`src/rtl/peri_pkg.sv`:
```
// Shared types, constants and default parameter values for the peripheral register router.
package peri_pkg;

    localparam int unsigned PERI_NUM_SLV = 4;
    localparam int unsigned PERI_ADDR_W  = 11;
    localparam int unsigned PERI_SEL_W   = 4;
    localparam int unsigned PERI_TO_CYC  = 255;
    localparam int unsigned PERI_DATA_W  = 32;
    localparam int unsigned PERI_BE_W    = 4;

    // Read data returned to the master when a slave access times out
    localparam logic [PERI_DATA_W-1:0] PERI_TO_DATA = 32'hDEAD_DEAD;

    typedef enum logic [1:0] {
        ST_IDLE   = 2'd0,
        ST_ACCESS = 2'd1,
        ST_RESP   = 2'd2
    } peri_state_e;

endpackage

```
`src/rtl/peri_wdog_cnt.sv`:
```
// Slave-access watchdog: counts cycles while enabled; expire is high once TO_CYC-1 is reached.
module peri_wdog_cnt
    import peri_pkg::*;
#(
    parameter int unsigned TO_CYC = PERI_TO_CYC
) (
    input  logic clk,
    input  logic rst_n,
    input  logic clr,
    input  logic en,
    output logic expire
);

    localparam int unsigned       CNT_W = 16;
    localparam logic [CNT_W-1:0] LIMIT = CNT_W'(TO_CYC - 1);

    logic [CNT_W-1:0] cnt_q, cnt_d;

    always_comb begin : cnt_next
        cnt_d = cnt_q;
        if (clr) begin
            cnt_d = '0;
        end else if (en && !expire) begin
            cnt_d = cnt_q + CNT_W'(1);
        end
    end

    always_ff @(posedge clk or negedge rst_n) begin
        if (!rst_n) begin
            cnt_q <= '0;
        end else begin
            cnt_q <= cnt_d;
        end
    end

    assign expire = (cnt_q == LIMIT);

endmodule

```
`src/rtl/peri_reg_router.sv`:
```
// Routes one outstanding register access from a single master to one of NUM_SLV slaves.
// Optional slave timeout watchdog is built when PERI_TIMEOUT_EN is defined.
module peri_reg_router
    import peri_pkg::*;
#(
    parameter int unsigned NUM_SLV = PERI_NUM_SLV,
    parameter int unsigned ADDR_W  = PERI_ADDR_W,
    parameter int unsigned SEL_W   = PERI_SEL_W,
    parameter int unsigned TO_CYC  = PERI_TO_CYC
) (
    input  logic                           mclk,
    input  logic                           s_reset_n,
    input  logic                           reg_cs,
    input  logic                           reg_wr,
    input  logic [ADDR_W-1:0]              reg_addr,
    input  logic [PERI_DATA_W-1:0]         reg_wdata,
    input  logic [PERI_BE_W-1:0]           reg_be,
    output logic [PERI_DATA_W-1:0]         reg_rdata,
    output logic                           reg_ack,
    output logic                           reg_err,
    output logic [NUM_SLV-1:0]             slv_cs,
    output logic                           slv_wr,
    output logic [ADDR_W-SEL_W-1:0]        slv_addr,
    output logic [PERI_DATA_W-1:0]         slv_wdata,
    output logic [PERI_BE_W-1:0]           slv_be,
    input  logic [NUM_SLV*PERI_DATA_W-1:0] slv_rdata,
    input  logic [NUM_SLV-1:0]             slv_ack,
    output logic                           to_intr,
    output logic [SEL_W-1:0]               to_slv_id
);

    localparam int unsigned SUB_W = ADDR_W - SEL_W;

    if (NUM_SLV < 1 || NUM_SLV > 16 || TO_CYC < 1 || TO_CYC > 65535) begin : g_param_chk
        $error("peri_reg_router: NUM_SLV or TO_CYC out of range");
    end

    peri_state_e             state_q, state_d;
    logic [SEL_W-1:0]        idx_q, idx_d;
    logic [NUM_SLV-1:0]      slv_cs_q, slv_cs_d;
    logic                    slv_wr_q, slv_wr_d;
    logic [SUB_W-1:0]        slv_addr_q, slv_addr_d;
    logic [PERI_DATA_W-1:0]  slv_wdata_q, slv_wdata_d;
    logic [PERI_BE_W-1:0]    slv_be_q, slv_be_d;
    logic                    reg_ack_q, reg_ack_d;
    logic                    reg_err_q, reg_err_d;
    logic [PERI_DATA_W-1:0]  reg_rdata_q, reg_rdata_d;

    logic [SEL_W-1:0]        req_idx_c;
    logic                    sel_ack_c;
    logic [PERI_DATA_W-1:0]  sel_rdata_c;
    logic                    tmo_c;

    assign req_idx_c = reg_addr[ADDR_W-1 -: SEL_W];

    // Only the captured slave's response is visible to the FSM
    always_comb begin : sel_mux
        sel_ack_c   = 1'b0;
        sel_rdata_c = '0;
        for (int unsigned i = 0; i < NUM_SLV; i++) begin
            if (SEL_W'(i) == idx_q) begin
                sel_ack_c   = slv_ack[i];
                sel_rdata_c = slv_rdata[i*PERI_DATA_W +: PERI_DATA_W];
            end
        end
    end

    always_comb begin : fsm_next
        state_d     = state_q;
        idx_d       = idx_q;
        slv_cs_d    = '0;
        slv_wr_d    = slv_wr_q;
        slv_addr_d  = slv_addr_q;
        slv_wdata_d = slv_wdata_q;
        slv_be_d    = slv_be_q;
        reg_ack_d   = 1'b0;
        reg_err_d   = 1'b0;
        reg_rdata_d = '0;
        case (state_q)
            ST_IDLE: begin
                if (reg_cs) begin
                    idx_d       = req_idx_c;
                    slv_wr_d    = reg_wr;
                    slv_addr_d  = reg_addr[SUB_W-1:0];
                    slv_wdata_d = reg_wdata;
                    slv_be_d    = reg_be;
                    if (32'(req_idx_c) < NUM_SLV) begin
                        state_d = ST_ACCESS;
                        for (int unsigned i = 0; i < NUM_SLV; i++) begin
                            slv_cs_d[i] = (SEL_W'(i) == req_idx_c);
                        end
                    end else begin
                        state_d   = ST_RESP;
                        reg_ack_d = 1'b1;
                        reg_err_d = 1'b1;
                    end
                end
            end
            ST_ACCESS: begin
                // Abort beats a same-cycle ack; an ack beats a same-cycle timeout
                if (!reg_cs) begin
                    state_d = ST_IDLE;
                end else if (sel_ack_c) begin
                    state_d     = ST_RESP;
                    reg_ack_d   = 1'b1;
                    reg_rdata_d = slv_wr_q ? '0 : sel_rdata_c;
                end else if (tmo_c) begin
                    state_d     = ST_RESP;
                    reg_ack_d   = 1'b1;
                    reg_err_d   = 1'b1;
                    reg_rdata_d = PERI_TO_DATA;
                end else begin
                    slv_cs_d = slv_cs_q;
                end
            end
            ST_RESP: begin
                state_d = ST_IDLE;
            end
            default: begin
                state_d = ST_IDLE;
            end
        endcase
    end

    always_ff @(posedge mclk or negedge s_reset_n) begin
        if (!s_reset_n) begin
            state_q     <= ST_IDLE;
            idx_q       <= '0;
            slv_cs_q    <= '0;
            slv_wr_q    <= 1'b0;
            slv_addr_q  <= '0;
            slv_wdata_q <= '0;
            slv_be_q    <= '0;
            reg_ack_q   <= 1'b0;
            reg_err_q   <= 1'b0;
            reg_rdata_q <= '0;
        end else begin
            state_q     <= state_d;
            idx_q       <= idx_d;
            slv_cs_q    <= slv_cs_d;
            slv_wr_q    <= slv_wr_d;
            slv_addr_q  <= slv_addr_d;
            slv_wdata_q <= slv_wdata_d;
            slv_be_q    <= slv_be_d;
            reg_ack_q   <= reg_ack_d;
            reg_err_q   <= reg_err_d;
            reg_rdata_q <= reg_rdata_d;
        end
    end

`ifdef PERI_TIMEOUT_EN
    logic             wdog_clr_c, wdog_en_c, wdog_expire;
    logic             to_intr_q, to_intr_d;
    logic [SEL_W-1:0] to_slv_id_q, to_slv_id_d;

    // Counter is held clear outside ACCESS so every access starts from zero
    assign wdog_clr_c = (state_q != ST_ACCESS);
    assign wdog_en_c  = (state_q == ST_ACCESS) && !sel_ack_c;
    assign tmo_c      = (state_q == ST_ACCESS) && reg_cs && !sel_ack_c && wdog_expire;

    peri_wdog_cnt #(
        .TO_CYC (TO_CYC)
    ) u_wdog (
        .clk    (mclk),
        .rst_n  (s_reset_n),
        .clr    (wdog_clr_c),
        .en     (wdog_en_c),
        .expire (wdog_expire)
    );

    always_comb begin : tmo_next
        to_intr_d   = tmo_c;
        to_slv_id_d = tmo_c ? idx_q : to_slv_id_q;
    end

    always_ff @(posedge mclk or negedge s_reset_n) begin
        if (!s_reset_n) begin
            to_intr_q   <= 1'b0;
            to_slv_id_q <= '0;
        end else begin
            to_intr_q   <= to_intr_d;
            to_slv_id_q <= to_slv_id_d;
        end
    end

    assign to_intr   = to_intr_q;
    assign to_slv_id = to_slv_id_q;
`else
    assign tmo_c     = 1'b0;
    assign to_intr   = 1'b0;
    assign to_slv_id = '0;
`endif

    assign reg_rdata = reg_rdata_q;
    assign reg_ack   = reg_ack_q;
    assign reg_err   = reg_err_q;
    assign slv_cs    = slv_cs_q;
    assign slv_wr    = slv_wr_q;
    assign slv_addr  = slv_addr_q;
    assign slv_wdata = slv_wdata_q;
    assign slv_be    = slv_be_q;

endmodule
```
`config.mk`:
```
export PLATFORM = sky130hd
export DESIGN_NAME = peri_reg_router
export DESIGN_NICKNAME = d
export VERILOG_FILES = /design/src/rtl/peri_pkg.sv /design/src/rtl/peri_wdog_cnt.sv /design/src/rtl/peri_reg_router.sv
export SDC_FILE = /design/constraint.sdc
export NUM_CORES = 1
export LEC_CHECK = 0
export ABC_CLOCK_PERIOD_IN_PS = 4500
export BUFFER_PORTS_ARGS = -buffer_cell sky130_fd_sc_hd__buf_2
export CAP_MARGIN = 10
export CORE_AREA = 2 2 104 106
export CTS_BUF_LIST = sky130_fd_sc_hd__clkbuf_8
export CTS_CLUSTER_DIAMETER = 30
export DETAILED_ROUTE_END_ITERATION = 10
export DIE_AREA = 0 0 106 108
export PLACE_DENSITY = 0.76
export SLEW_MARGIN = 20
export SYNTH_ARGS = -nofsm -noshare
export SYNTH_HDL_FRONTEND = slang
export SYNTH_SLANG_ARGS = --single-unit
```
`constraint.sdc`:
```
create_clock -name mclk -period 4.5 [get_ports mclk]
set_clock_uncertainty 0.1 [all_clocks]
set_input_delay 0 -clock mclk [delete_from_list [all_inputs] [get_ports mclk]]
set_output_delay 0 -clock mclk [all_outputs]
set_load 0.1 [all_outputs]
```
==> flow_summary.yaml, run 1 <==
floorplan:
  die-width_um: 106
  die-area_mm2: 0.0114
  die_h_um: 108
  fp-row-count: 37
  initial_utilization: 0.394
  core_area_mm2: 0.0102
  io_pins: 270
clocking:
  clk_pin_slew_ps: 90
  cts_sinks: 88
  cts_buffer_depth: 2
  clkLatencyLatePin_ps: 350
  h-tree-depth: 3
  cts_buffers: 9
  cts_tree: "built"
  cts_root_buffer: "clkbuf_8"
  cts_resized: 0
global_routing:
  grt_pass1_vias: 5110
  grt_first_pass_wirelength_mm: 24.6
  grt_max_degree: 89
  antenna_found_initial: 6
  grt-ovfl-total: 0
  grt_use_total: 0.279
logic_synthesis:
  yosys_register_bits: 88
  synth_xor_xnor_area_share: 0
  netlist.area_leader.share: 0.546
  synthSimpleGateAreaFrac: 0.240
  muxShareOfSynthArea: 0.0587
  ys_seq_area_frac: 0.546
  synth.cell_area_mm2: 0.00403
  synth_compound_area_frac: 0.109
  synth_cell_types: 31
  yosys-top-cells-area: "dfrtp_1, nand2_1, mux2_2"
  yosys.area.top_type: "dfrtp_1"
  ys_warn_count: 0
  syn-instance-count: 435
  avgSynthCellArea_um2: 9.26
  synth_fa_ha_area_frac: 0
  synth_top_family_by_area: "simple AND/OR/NAND/NOR gates"
setup_path:
  path_class: "register to register"
  startpoint_type: "register"
  reg2reg_slack_ps: 660
  path_max_fanout: 51
  path_cells: "nand3_1, o22ai_1, dlygate4sd3_1, nor3_2, dlygate4sd3_1"
  required_ps: 4630
  worst_r2r_endpoint: "reg_rdata[17]$_DFF_PN0_"
  worstSetupEndpointType: "register"
  ff2ff_path_depth: 5
  cp.arrival_ps: 3970
  crit_start: "idx_q[1]$_DFFE_PN0P_"
  crit_slowest_cell: "dfrtp_2"
  cpMostUsedCell: "dlygate4sd3_1"
  regToRegStartpoint: "idx_q[1]$_DFFE_PN0P_"
  critical_path.max_stage_delay_ps: 1010
power:
  vdd_drop_max_mv: 0.284
  p_per_area_mw_per_mm2: 409
  power.switching_uw: 1360
  p_leak_uw: 0.00378
  p_clk_frac: 0.183
  internal_power_uw: 1470
  seq_power_share: 0.343
  combPwrFrac: 0.474
  netSwitchingFraction: 0.479
sta:
  fmax_mhz: 261
  finalSetupViolCount: 0
  finalCritPeriodShare: 0.852
  hold_slack_ps: 79.4
  slew_violations: 0
  rsz0062_at_grt: "false"
  finalHoldViolCount: 0
  worst_slew_pin_slew_ps: 981
  tns_ps: 0
  period_minus_slack_ps: 3840
  relSlewSlack: 0.346
worst_hold_path:
  hold_path_depth: 4
  holdPathEnd: "state_q[1]$_DFFE_PN0P_"
  min_from: "slv_ack[0]"
  hold_path_class: "primary input to register"
placed_design:
  dp.final_hpwl_mm: 9.31
  numPortBuffers: 264
  gp_congestion: 0.871
final_layout:
  regArea_mm2: 0.00220
  synthToLayoutAreaGrowth_pct: 71.9
  final_core_util: 0.677
  final_nets: 997
  fillCellCount: 741
  drive_above_1_share: 0.393
  multi_input_area_mm2: 0.00167
detailed_routing:
  firstDrtPassIters: 4
  vias: 4824
  routedWlPerCell_um: 16.7
  drtIter0Drc: 256
  totalWireLength_mm: 16.1
  drtAntennaViolNets: 0
  viasPerCell: 5.03
  drc: 0
flow_run:
  cap_violations: 0
outcome:
  status: "finished, final reports clean"
==> power by group through the flow <==
stage / combinational [µW] / sequential, µW / clock, µW
floorplan: 336 / 1590 / 0
global placement: 1190 / 980 / 0
detailed placement: 1200 / 980 / 0
CTS: 1320 / 968 / 536
global route: 1410 / 986 / 566
finish: 1340 / 971 / 519
==> registers in the layout (all words and copies together), names as in the netlist <==
register,count
slv_wdata,32
idx_q,4
reg_ack,1
slv_be,4
slv_cs,4
state_q,2
slv_addr,7
slv_wr,1
reg_rdata,32
reg_err,1
==> critical path: cells and delay by family (launching register included) <==
kind	cells	cell delay, ps
buffers and inverters	2	1210
flip-flops	1	1010
AND/OR/NAND/NOR	2	890
AO/OA/AOI/OAI	1	490
==> logic make-up (layout without fill, tap and decap cells) <==
logic type             Yosys count  count (layout)
buffers and inverters           37             417
DFF                             88              88
AOI/OAI and AO/OA               68              68
and+or+nand+nor                220             220
other                            1              10
muxes                           21              21
==> layout by cell type (no fill, tap or decap), types with 5 or more instances in the layout <==
cell type	count
nor3_2	17
clkbuf_8	12
dlygate4sd3_1	133
a21oi_1	13
buf_2	263
nand2_1	143
mux2_2	20
diode_2	5
nor2_1	48
dfrtp_1	87
o221ai_1	13
o22ai_1	21
conb_1	5
o21ai_0	14
==> stage by stage <==
| stage | std cells | setup slack, ps | total power, µW | instance area [µm²] |
|---|---|---|---|---|
| floorplan | 439 | 2670 | 1930 | 4050 |
| global placement | 806 | 1990 | 2170 | 5390 |
| finish | 960 | 665 | 2830 | 6930 |
| detailed placement | 806 | 1920 | 2180 | 5390 |
| CTS | 955 | 880 | 2820 | 6910 |
| global route | 959 | 566 | 2960 | 6920 |
==> per-layer routing <==
metal | share of wire | GRT usage | wire length [µm]
met1 | 0.36 | 0.286 | 5750
met2 | 0.50 | 0.482 | 7990
met3 | 0.082 | 0.0922 | 1320
met4 | 0.062 | 0.196 | 992
met5 | 0.00068 | 0 | 11
==> how the worst max path moves through the flow <==
| stage | end | slack [ps] |
|---|---|---|
| global route | reg_rdata[17]$_DFF_PN0_ | 570 |
| floorplan | reg_rdata[13]$_DFF_PN0_ | 2670 |
| global placement | reg_rdata[11]$_DFF_PN0_ | 1990 |
| detailed placement | reg_rdata[11]$_DFF_PN0_ | 1920 |
| finish | reg_rdata[17]$_DFF_PN0_ | 660 |
| CTS | reg_rdata[17]$_DFF_PN0_ | 880 |
==> timing repair <==
| item | 4_1_cts | 5_1_grt |
|---|---|---|
| buffers inserted | 0 | 0 |
| hold buffers | 133 | 0 |
| endpoints found under the hold margin | 176 | 0 |
==> cells in the mapped netlist (all sizes together) <==
| cell type | number |
|---|---|
| clkbuf | 23 |
| dfrtp | 88 |
| nand2 | 143 |
| nand3 | 1 |
| conb | 1 |
| mux2 | 21 |
| nand3b | 1 |
| nand2b | 1 |
| nor2 | 48 |
| a21oi | 13 |
| nor4 | 1 |
| a22oi | 1 |
| o21ai | 14 |
| nor3 | 20 |
| nor3b | 2 |
| a221oi | 1 |
| a21o | 1 |
| or3 | 1 |
| and3 | 1 |
| inv | 1 |
| a22o | 4 |
| or3b | 1 |
| buf | 13 |
| o221ai | 13 |
| o22ai | 21 |
==> layout make-up <==
class | instances | share of cell area
Timing Repair Buffer | 400 | 0.387
Inverter | 1 | 0.000542
Antenna cell | 5 | 0.00181
Clock inverter | 4 | 0.00289
Sequential cell | 88 | 0.318
Clock buffer | 12 | 0.0238
Tap cell | 136 | 0.0246
Multi-Input combinational cell | 314 | 0.241
(Power assumes the default switching activity.)
==> run 2, diff against run 1 <==
--- a/config.mk
+++ b/config.mk
@@ -8,12 +8,12 @@
 export ABC_CLOCK_PERIOD_IN_PS = 4500
 export BUFFER_PORTS_ARGS = -buffer_cell sky130_fd_sc_hd__buf_2
 export CAP_MARGIN = 10
-export CORE_AREA = 2 2 104 106
+export CORE_MARGIN = 1
+export CORE_UTILIZATION = 35
 export CTS_BUF_LIST = sky130_fd_sc_hd__clkbuf_8
 export CTS_CLUSTER_DIAMETER = 30
 export DETAILED_ROUTE_END_ITERATION = 10
-export DIE_AREA = 0 0 106 108
-export PLACE_DENSITY = 0.76
+export PLACE_DENSITY = 0.69
 export SLEW_MARGIN = 20
 export SYNTH_ARGS = -nofsm -noshare
 export SYNTH_HDL_FRONTEND = slang
==> flow_summary.yaml, run 2 (synthesized netlist as in run 1, its figures left out) <==
placed_design:
  gp_congestion: 0.883
  dp.cells: 810
  place_ws_ps: 1900
  dp.final_hpwl_mm: 9.02
  numPortBuffers: 264
final_layout:
  synthToLayoutAreaGrowth_pct: 70.4
  drive_above_1_share: 0.392
  fillCellCount: 886
  final_nets: 994
  finalNonFillerCells: 957
  final_cell_mix: "buf_2, nand2_1, dlygate4sd3_1"
  final_common_cell: "buf_2"
global_routing:
  grt_pass1_vias: 4711
  grtUsageMet1: 0.270
  grt-ovfl-total: 0
  grt_use_total: 0.244
  grt_first_pass_wirelength_mm: 22.2
  gr-usage-met2: 0.439
  grt_max_degree: 89
  grt_busiest_layer: "met2"
  antenna_found_initial: 3
  grtUsageMet3: 0.0451
floorplan:
  core_area_mm2: 0.0110
  initial_utilization: 0.365
  die-area_mm2: 0.0119
  io_pins: 270
  fp-row-count: 38
  die-width_um: 109
  die_h_um: 109
setup_path:
  startpoint_type: "register"
  path_max_fanout: 51
  cp.arrival_ps: 3850
  worstSetupEndpointType: "register"
  path_class: "register to register"
  required_ps: 4640
detailed_routing:
  drc: 0
  totalWireLength_mm: 14.7
  routedWlPerCell_um: 15.4
  drtAntennaViolNets: 0
  drtIter0Drc: 307
  vias: 4618
  viasPerCell: 4.83
  firstDrtPassIters: 4
sta:
  relSlewSlack: 0.345
  rsz0062_at_grt: "false"
  worst_slew_pin_slew_ps: 982
  fin_ws_ps: 785
  slew_violations: 0
  tns_ps: 0
  period_minus_slack_ps: 3720
  finalHoldViolCount: 0
  finalCritPeriodShare: 0.826
  finalSetupViolCount: 0
  fmax_mhz: 269
clocking:
  cts_sinks: 88
  cts_buffers: 9
  h-tree-depth: 3
  clkLatencyLatePin_ps: 350
  cts_root_buffer: "clkbuf_8"
  cts_buffer_depth: 2
  clk_pin_slew_ps: 80
  postCtsSetupBuffers: 0
  cts_tree: "built"
power:
  p_per_area_mw_per_mm2: 404
  p_leak_uw: 0.00376
  vdd_drop_max_mv: 0.300
outcome:
  status: "finished, final reports clean"
flow_run:
  cap_violations: 0
worst_hold_path:
  hold_path_class: "primary input to register"
## run 2: cell count changes in the layout (fill, tap and decap cells not counted)
| cell | previous run | this run |
|---|---|---|
| inv_1 | 3 | 4 |
| clkinvlp_4 | 1 | 0 |
| dlygate4sd3_1 | 133 | 130 |
| clkbuf_8 | 12 | 10 |
| diode_2 | 5 | 3 |
## run 2: per-layer routing
layer,vias up,wire length (µm)
met2,204,7600
met5,-,0
met3,46,907
met4,0,600
li1,2196,-
met1,2172,5640
## run 2: worst max-delay path: stages, from the launching register on
cell	delay, ps
dfrtp_2	1020
nand3_1	800
o22ai_1	450
dlygate4sd3_1	610
nor3_2	40
dlygate4sd3_1	570
## run 2: stage by stage
step	instance area, µm²	hold WS [ps]	power [µW]	util
floorplan	4050	-396	1930	-
global placement	5400	87.9	2170	0.489
detailed placement	5400	95.2	2180	0.489
CTS	6850	58.6	2770	0.621
global route	6870	82.4	2900	0.622
finish	6870	78.2	2770	0.622
## run 2: final timing paths
path | from | end | slack, ps | cells after the start
max in group asynchronous | s_reset_n | idx_q[1]$_DFFE_PN0P_ | 3550 | 2
max reg2reg | idx_q[1]$_DFFE_PN0P_ | reg_rdata[30]$_DFF_PN0_ | 780 | 5
min reg2reg | slv_wdata[21]$_DFFE_PN0P_ | slv_wdata[21]$_DFFE_PN0P_ | 370 | 2
max | idx_q[1]$_DFFE_PN0P_ | reg_rdata[30]$_DFF_PN0_ | 780 | 5
min | slv_ack[0] | state_q[1]$_DFFE_PN0P_ | 80 | 4
min in group asynchronous | s_reset_n | reg_rdata[10]$_DFF_PN0_ | 160 | 2
## run 2: cell type report
type                            instances  area (µm²)  share of cell area
Antenna cell                            3        7.51             0.00109
Tap cell                              140         175              0.0255
Clock inverter                          4        16.3             0.00237
Multi-Input combinational cell        314        1670               0.243
Sequential cell                        88        2200               0.321
Clock buffer                           10         138              0.0200
Inverter                                1        3.75            0.000547
Timing Repair Buffer                  397        2650               0.386
## run 2: timing repair
item,in CTS,in global routing
gates resized for setup,0,0
hold buffers,130,0
hold endpoints to repair,176,0
## run 2: power breakdown
part | switching, µW | internal (µW) | leakage [µW]
logic | 988 | 340 | 0.00252
registers | 84.7 | 886 | 0.00114
clock network | 273 | 204 | 0.0000918
